File: src/rtl/id_ex_stage.sv
`default_nettype none
// ============================================================================
//  Module   : id_ex_stage
//  Brief    : ID/EX pipeline register with load-use hazard detection, one-
//             bubble insertion, EX flush, downstream freeze and a saturating
//             load-use bubble counter.
//  Revision : 1.0 - initial release
// ============================================================================
module id_ex_stage #(
    parameter int XLEN  = 32,
    parameter int CNT_W = 16
) (
    input  logic             clk,
    input  logic             rst_n,

    input  logic             id_valid,
    input  logic             id_RegWrite,
    input  logic             id_MemRead,
    input  logic             id_MemWrite,
    input  logic             id_MemtoReg,
    input  logic             id_ALUSrc,
    input  logic             id_Branch,
    input  logic             id_Jump,
    input  logic [4:0]       id_rs1,
    input  logic [4:0]       id_rs2,
    input  logic [4:0]       id_rd,
    input  logic [XLEN-1:0]  id_pc,
    input  logic [XLEN-1:0]  id_rs1_data,
    input  logic [XLEN-1:0]  id_rs2_data,
    input  logic [XLEN-1:0]  id_imm,
    input  logic [2:0]       id_funct3,
    input  logic [3:0]       id_alu_op,

    input  logic             flush_ex,
    input  logic             mem_stall,

    output logic             ex_valid,
    output logic             RegWrite_ex,
    output logic             MemRead_ex,
    output logic             MemWrite_ex,
    output logic             MemtoReg_ex,
    output logic             ALUSrc_ex,
    output logic             Branch_ex,
    output logic             Jump_ex,
    output logic [4:0]       rs1_ex,
    output logic [4:0]       rs2_ex,
    output logic [4:0]       rd_ex,
    output logic [XLEN-1:0]  ex_pc,
    output logic [XLEN-1:0]  rs1_data_ex,
    output logic [XLEN-1:0]  rs2_data_ex,
    output logic [XLEN-1:0]  imm_ex,
    output logic [2:0]       funct3_ex,
    output logic [3:0]       alu_op_ex,

    output logic             stall_if_id,
    output logic [CNT_W-1:0] bubble_count
);

    localparam logic [CNT_W-1:0] c_cnt_max = '1;

    // EX pipeline register state
    logic             ex_valid_q,    ex_valid_d;
    logic             reg_write_q,   reg_write_d;
    logic             mem_read_q,    mem_read_d;
    logic             mem_write_q,   mem_write_d;
    logic             mem_to_reg_q,  mem_to_reg_d;
    logic             alu_src_q,     alu_src_d;
    logic             branch_q,      branch_d;
    logic             jump_q,        jump_d;
    logic [4:0]       rs1_q,         rs1_d;
    logic [4:0]       rs2_q,         rs2_d;
    logic [4:0]       rd_q,          rd_d;
    logic [XLEN-1:0]  pc_q,          pc_d;
    logic [XLEN-1:0]  rs1_data_q,    rs1_data_d;
    logic [XLEN-1:0]  rs2_data_q,    rs2_data_d;
    logic [XLEN-1:0]  imm_q,         imm_d;
    logic [2:0]       funct3_q,      funct3_d;
    logic [3:0]       alu_op_q,      alu_op_d;
    logic [CNT_W-1:0] bubble_cnt_q,  bubble_cnt_d;

    logic             load_use;
    logic             load_bubble;

    // Hazard: the load in EX writes a non-zero register the ID instruction reads
    always_comb begin
        load_use = id_valid & ex_valid_q & mem_read_q & (rd_q != 5'd0) &
                   ((rd_q == id_rs1) | (rd_q == id_rs2));
    end

    // Front-end hold: freeze always wins; a flush cancels the load-use hold
    always_comb begin
        stall_if_id = mem_stall | (load_use & ~flush_ex);
    end

    // Next EX contents by priority: freeze, flush, load-use, normal load
    always_comb begin
        ex_valid_d   = ex_valid_q;
        reg_write_d  = reg_write_q;
        mem_read_d   = mem_read_q;
        mem_write_d  = mem_write_q;
        mem_to_reg_d = mem_to_reg_q;
        alu_src_d    = alu_src_q;
        branch_d     = branch_q;
        jump_d       = jump_q;
        rs1_d        = rs1_q;
        rs2_d        = rs2_q;
        rd_d         = rd_q;
        pc_d         = pc_q;
        rs1_data_d   = rs1_data_q;
        rs2_data_d   = rs2_data_q;
        imm_d        = imm_q;
        funct3_d     = funct3_q;
        alu_op_d     = alu_op_q;
        bubble_cnt_d = bubble_cnt_q;
        load_bubble  = 1'b0;

        if (!mem_stall) begin
            load_bubble = flush_ex | load_use | ~id_valid;
            if (load_bubble) begin
                ex_valid_d   = 1'b0;
                reg_write_d  = 1'b0;
                mem_read_d   = 1'b0;
                mem_write_d  = 1'b0;
                mem_to_reg_d = 1'b0;
                alu_src_d    = 1'b0;
                branch_d     = 1'b0;
                jump_d       = 1'b0;
                rs1_d        = 5'd0;
                rs2_d        = 5'd0;
                rd_d         = 5'd0;
                pc_d         = '0;
                rs1_data_d   = '0;
                rs2_data_d   = '0;
                imm_d        = '0;
                funct3_d     = 3'd0;
                alu_op_d     = 4'd0;
            end else begin
                ex_valid_d   = 1'b1;
                reg_write_d  = id_RegWrite;
                mem_read_d   = id_MemRead;
                mem_write_d  = id_MemWrite;
                mem_to_reg_d = id_MemtoReg;
                alu_src_d    = id_ALUSrc;
                branch_d     = id_Branch;
                jump_d       = id_Jump;
                rs1_d        = id_rs1;
                rs2_d        = id_rs2;
                rd_d         = id_rd;
                pc_d         = id_pc;
                rs1_data_d   = id_rs1_data;
                rs2_data_d   = id_rs2_data;
                imm_d        = id_imm;
                funct3_d     = id_funct3;
                alu_op_d     = id_alu_op;
            end
            // Only hazard bubbles are counted; flushes take precedence
            if (!flush_ex && load_use && (bubble_cnt_q != c_cnt_max)) begin
                bubble_cnt_d = bubble_cnt_q + 1'b1;
            end
        end
    end

    // EX register and bubble counter, cleared asynchronously
    always_ff @(posedge clk or negedge rst_n) begin
        if (!rst_n) begin
            ex_valid_q   <= 1'b0;
            reg_write_q  <= 1'b0;
            mem_read_q   <= 1'b0;
            mem_write_q  <= 1'b0;
            mem_to_reg_q <= 1'b0;
            alu_src_q    <= 1'b0;
            branch_q     <= 1'b0;
            jump_q       <= 1'b0;
            rs1_q        <= 5'd0;
            rs2_q        <= 5'd0;
            rd_q         <= 5'd0;
            pc_q         <= '0;
            rs1_data_q   <= '0;
            rs2_data_q   <= '0;
            imm_q        <= '0;
            funct3_q     <= 3'd0;
            alu_op_q     <= 4'd0;
            bubble_cnt_q <= '0;
        end else begin
            ex_valid_q   <= ex_valid_d;
            reg_write_q  <= reg_write_d;
            mem_read_q   <= mem_read_d;
            mem_write_q  <= mem_write_d;
            mem_to_reg_q <= mem_to_reg_d;
            alu_src_q    <= alu_src_d;
            branch_q     <= branch_d;
            jump_q       <= jump_d;
            rs1_q        <= rs1_d;
            rs2_q        <= rs2_d;
            rd_q         <= rd_d;
            pc_q         <= pc_d;
            rs1_data_q   <= rs1_data_d;
            rs2_data_q   <= rs2_data_d;
            imm_q        <= imm_d;
            funct3_q     <= funct3_d;
            alu_op_q     <= alu_op_d;
            bubble_cnt_q <= bubble_cnt_d;
        end
    end

    // Registered outputs
    always_comb begin
        ex_valid     = ex_valid_q;
        RegWrite_ex  = reg_write_q;
        MemRead_ex   = mem_read_q;
        MemWrite_ex  = mem_write_q;
        MemtoReg_ex  = mem_to_reg_q;
        ALUSrc_ex    = alu_src_q;
        Branch_ex    = branch_q;
        Jump_ex      = jump_q;
        rs1_ex       = rs1_q;
        rs2_ex       = rs2_q;
        rd_ex        = rd_q;
        ex_pc        = pc_q;
        rs1_data_ex  = rs1_data_q;
        rs2_data_ex  = rs2_data_q;
        imm_ex       = imm_q;
        funct3_ex    = funct3_q;
        alu_op_ex    = alu_op_q;
        bubble_count = bubble_cnt_q;
    end

endmodule
`default_nettype wire

File: config.mk
export PLATFORM = sky130hd
export DESIGN_NAME = id_ex_stage
export DESIGN_NICKNAME = d
export VERILOG_FILES = /design/src/rtl/id_ex_stage.sv
export SDC_FILE = /design/constraint.sdc
export NUM_CORES = 1
export LEC_CHECK = 0
export CAP_MARGIN = 20
export CORE_AREA = 3 3 131 133
export CTS_CLUSTER_SIZE = 30
export DETAILED_ROUTE_END_ITERATION = 16
export DIE_AREA = 0 0 134 136
export PLACE_DENSITY = 0.81
export SLEW_MARGIN = 10
export SYNTH_ARGS = -nofsm -noshare
export SYNTH_HDL_FRONTEND = slang
export SYNTH_SLANG_ARGS = --single-unit
File: constraint.sdc
create_clock -name clk -period 4.95 [get_ports clk]
set_input_delay 0.99 -clock clk [delete_from_list [all_inputs] [get_ports clk]]
set_output_delay 0.99 -clock clk [all_outputs]
set_load 0.02 [all_outputs]
# Yosys cells after proc, flatten, opt, wreduce, memory -nomap -nowiden
# Index checks and enable logic that the tools add are counted.
[totals] in_bits=162 elab_cells=56 ff_bits=174 out_inout_bits=175
[classes] add_sub_neg=1 muxes=17 eq_ne=3 reduce_logical=5 n_bitwise=12
[ops] op="32-bit two-way mux" n=4
[ops] op="16-bit by 1-bit adder with 16-bit output, second input constant" n=1
[ops] op="16-bit != test, second input constant" n=1
[ops] op="5-bit two-way mux" n=3
[ops] op="5-bit equality test" n=2
[ops] op="1-bit two-way mux" n=8
[ops] op="1-bit AND" n=5
[ops] op="5-bit nonzero test" n=1
[ops] op="4-bit two-way mux" n=1
[ops] op="1-bit OR" n=4
[ops] op="3-bit two-way mux" n=1
[ops] op="1-bit NOT" n=3
[ops] op="1-bit logical AND" n=2
[ops] op="2-bit AND reduction" n=1
[ops] op="1-bit logical NOT" n=1

# Depth between registers and ports, before layout
[logic_depth] depth_word=7 ltp_mapped=7 ltp_nobuf=6

# Worst setup path before layout
# OpenSTA, ideal clock, no wires.
[synth_path] kind="input -> output" startpoint="in id_rs1[4]" endpoint="out stall_if_id" arrival_time_ps=2334 n_path_buf=1 stages=6 setup_slack_ps=1626 required_ps=3960 cell_sequence="xnor2_1 -> nand3_1 -> o22ai_1 -> clkbuf_1 -> nand2_1 -> o21bai_1"
[synth_via] elab_chain_cells=5
[synth_rtl] element="start: declaration" line_no="24" rtl="input logic [4:0] id_rs1,"
[synth_rtl] element="5-bit equality test" line_no="87" rtl="((rd_q == id_rs1) | (rd_q == id_rs2));"
[synth_rtl] element="1-bit OR" line_no="87"
[synth_rtl] element="1-bit AND" line_no="86" rtl="load_use = id_valid & ex_valid_q & mem_read_q & (rd_q != 5'd0) &"
[synth_rtl] element="1-bit AND" line_no="92" rtl="stall_if_id = mem_stall | (load_use & ~flush_ex);"
[synth_rtl] element="1-bit OR" line_no="92"
[synth_rtl] element="end: declaration" line_no="55" rtl="output logic stall_if_id,"
# No other way between the ends.

# Worst setup path after layout
[layout_path] startpoint="in id_rs1[3]" endpoint="out stall_if_id"
# Same word-level chain as after synthesis.

==> metrics list <==
- The root buffer cell chosen for the clock tree is sky130_fd_sc_hd__clkbuf_16.
- The number of antenna violations at the first check in global routing is 0.
- Clock-pin slew was measured on the worst setup and hold paths at 60 ps.
- Counting instances, the worst hold path has a depth of 1.
* Setup Viol. Count Final: 0
* CTS tree: yes
* Post-synth design cell area: 6451 um2
- IR analysis of the VDD net gives a maximum drop of 214.8 uV.
- Number of iterations in the first detailed-routing pass: 4
* Number of nets still failing antenna checks after routing: 0
- RSZ-0062 raised after global routing: false
- Final cell count without fillers: 998
- In this run the worst hold path is classified as reg -> reg.
* Detailed-placement wirelength estimate: 14940 um
- Area post-placement: 9950 um2
* I/O Pins: 337
* Largest driver fanout on the critical path: 2
- Placed cells: 966
* Final weighted congestion in routability-driven placement: 0.8051
* Vias in the first global route: 5514
- Initial core utilization: 40.46%
- Leak Pwr: 4.611 nW
* Wire length of the first global-routing pass: 31360 um
* Required arrival time at the worst endpoint: 3960 ps
* Post-synthesis cell count: 445
* Accumulated negative setup slack: 0 ps
* Maximum capacitance violations: 0
* Total number of clock tree sinks: 174
- The final route contains 5278 vias.
- The number of pins with negative max-slew slack in the final report is 0.
* Final cell area excluding filler cells: 10530 um2
- Placeable Area: 15940 um2
* Average cell area after synthesis: 14.50 um2
* Routed len/inst: 20.62 um
* Ratio of cells with drive above 1 in the final layout: 5.499%
- In the routed layout, each cell is associated on average with a via count of 5.289.
- Count of unresolved DRC violations after routing: 0
- Overflow left after global routing: 0
* CTS HTree Levels: 4
- Net total in the final layout: 932
- Number of design-rule violations left by the first detailed-router iteration: 191
- Yosys printed 0 warnings.
* R2R depth: 6
- After layout, the worst path uses 81.75% of the clock period.
* Category of the critical setup timing path: in -> out
- At the later pin of the worst-skew pair, clock insertion delay measures 420 ps.
- Run status: completed
- Buffers added to address setup during post-CTS repair amount to 0.
- Reg-to-reg setup timing slack: 2150 ps
- After detailed routing, the total wire length is 20580 um.
* CP endpoint kind: output port
- Worst setup SP type: input port
- Distinct cell type count of the synthesized netlist: 27
- Across every metal layer, demand over resource in global routing totals 22.10%.
- Horizontal die dimension: 134 um
- Net count after synthesis: 608
* Sequential cell area fraction in the yosys report: 67.49%
- From synthesis to final layout, the design area changed by 63.17%.
- The number of antenna diodes in the final layout is 0.
* Transition time at the pin with the least slew margin: 1032 ps
- Max Root-Sink Buffers: 2
- Number of placement rows: 46
- Measured against its own limit, the worst slew margin works out to 31.19%.
- Peak clock frequency supported by timing: 0.2471 GHz
* DIE HEIGHT: 136 um
- Total power divided by cell area: 320.9 nW/um2
- Clock skew after layout: 8.447 ps
- The synthesized design contains 174 register bits.
- Largest net degree at the start of global routing: 100
- Number of I/O port buffers: 336
* Floorplan die area: 18220 um2
- Number of endpoints with negative hold slack in the final report: 0
- TritonCTS created 17 clock buffers.
- At the worst endpoint, the arrival time is 3060 ps.
- For this design, the CTS-stage hold fixing added 0 buffers.
- The routed design could run at a clock period as short as 4046 ps.
* Post-cts repair resize count: 0
## where the power goes
group          leakage, nW  internal, mW  switching [mW]
combinational         1.98         0.296           0.245
sequential            2.35          1.49          0.0467
clock                0.276         0.738           0.559
total                 4.61          2.53           0.851
## synth_stat cells, drive strengths merged
cell,n,share of area (%)
dfrtp,174,67
a22o,157,21
xnor2,25,3.4
clkbuf,19,1.1
buf,17,1.9
nand4,14,1.4
nand2,7,0.41
nand3,6,0.47
nor2,6,0.35
and3,3,0.29
a21oi,2,0.21
inv,2,0.12
nor4,2,0.19
a21o,1,0.12
ha,1,0.19
mux2,1,0.17
nand3b,1,0.12
nor3,1,0.078
o2111ai,1,0.23
o21bai,1,0.12
o22ai,1,0.097
or2,1,0.097
or3,1,0.097
or4,1,0.12
## per-stage QoR
stage                     power [mW]  setup WS (ps)  utilization [%]  hold slack (ps)
after floorplan                1.763           1626                -            599.6
after global placement         2.097          901.5            62.41            483.2
after detailed placement       2.110          926.5            62.41            486.1
after CTS                      3.408          902.5            66.03            504.5
after global routing           3.502          810.6            66.03            513.3
final                          3.378          903.6            66.03            498.0
## state kept, by name (all words and copies together), names as in the netlist, 3 cells and up
register / flops
ex_pc: 32
rs2_data_ex: 32
bubble_count: 16
alu_op_ex: 4
rs2_ex: 5
rs1_ex: 5
rs1_data_ex: 32
rd_ex: 5
imm_ex: 32
funct3_ex: 3
## kinds of logic after synthesis
family | synth area share, %
DFF | 67.49
AOI/OAI and AO/OA | 22.09
and+or+nand+nor | 3.569
buffers and inverters | 3.084
xor gates and xnor gates | 3.394
muxes | 0.1745
adders and majority gates | 0.1939
## critical path: stages
cell                              delay, ps
sky130_fd_sc_hd__clkdlybuf4s50_1        450
sky130_fd_sc_hd__xnor2_1                230
sky130_fd_sc_hd__nand2_1                 90
sky130_fd_sc_hd__o22ai_1                380
sky130_fd_sc_hd__nand2_1                110
sky130_fd_sc_hd__o21bai_1               170
sky130_fd_sc_hd__clkdlybuf4s50_1        630
## final timing paths
check	from	endpoint
max in group asynchronous	rst_n	imm_ex[15]$_DFFE_PN0N_
setup / recovery	id_rs1[3]	stall_if_id
setup reg to reg	rd_ex[2]$_DFFE_PN0N_	rs1_data_ex[6]$_DFFE_PN0N_
hold reg to reg	bubble_count[6]$_DFFE_PN0P_	bubble_count[6]$_DFFE_PN0P_
hold / removal	bubble_count[6]$_DFFE_PN0P_	bubble_count[6]$_DFFE_PN0P_
min in group asynchronous	rst_n	ex_pc[1]$_DFFE_PN0N_
## layout by cell type, fill, tap and decap left out, types with 3 or more instances in the layout
cell / count
sky130_fd_sc_hd__buf_4: 5
sky130_fd_sc_hd__xnor2_1: 25
sky130_fd_sc_hd__nor2_1: 6
sky130_fd_sc_hd__inv_6: 3
sky130_fd_sc_hd__clkdlybuf4s50_1: 334
sky130_fd_sc_hd__clkinvlp_4: 3
sky130_fd_sc_hd__a22o_1: 157
sky130_fd_sc_hd__nand4_1: 14
sky130_fd_sc_hd__clkbuf_16: 17
sky130_fd_sc_hd__nand2_1: 7
sky130_fd_sc_hd__and3_1: 3
sky130_fd_sc_hd__dfrtp_1: 174
sky130_fd_sc_hd__clkbuf_8: 3
sky130_fd_sc_hd__nand3_1: 6
## routing by layer
| layer | global-route usage (%) | part of all wire [%] | vias up |
|---|---|---|---|
| met4 | 8.857 | 2.9 | 0 |
| met2 | 36.97 | 50 | 256 |
| met5 | 0 | 0 | - |
| met1 | 26.18 | 38 | 2630 |
| li1 | - | - | 2349 |
| met3 | 7.809 | 9.1 | 43 |
## layout make-up
class,instances,area [um2]
clock buffer,21,470.5
clock inverter,11,106.4
fill,1186,5416
inverter,2,7.507
multi-input combinational,233,1906
sequential,174,4354
tap,216,270.3
timing repair buffer,341,3412
Note: power is estimated with default switching activity, not from simulation.
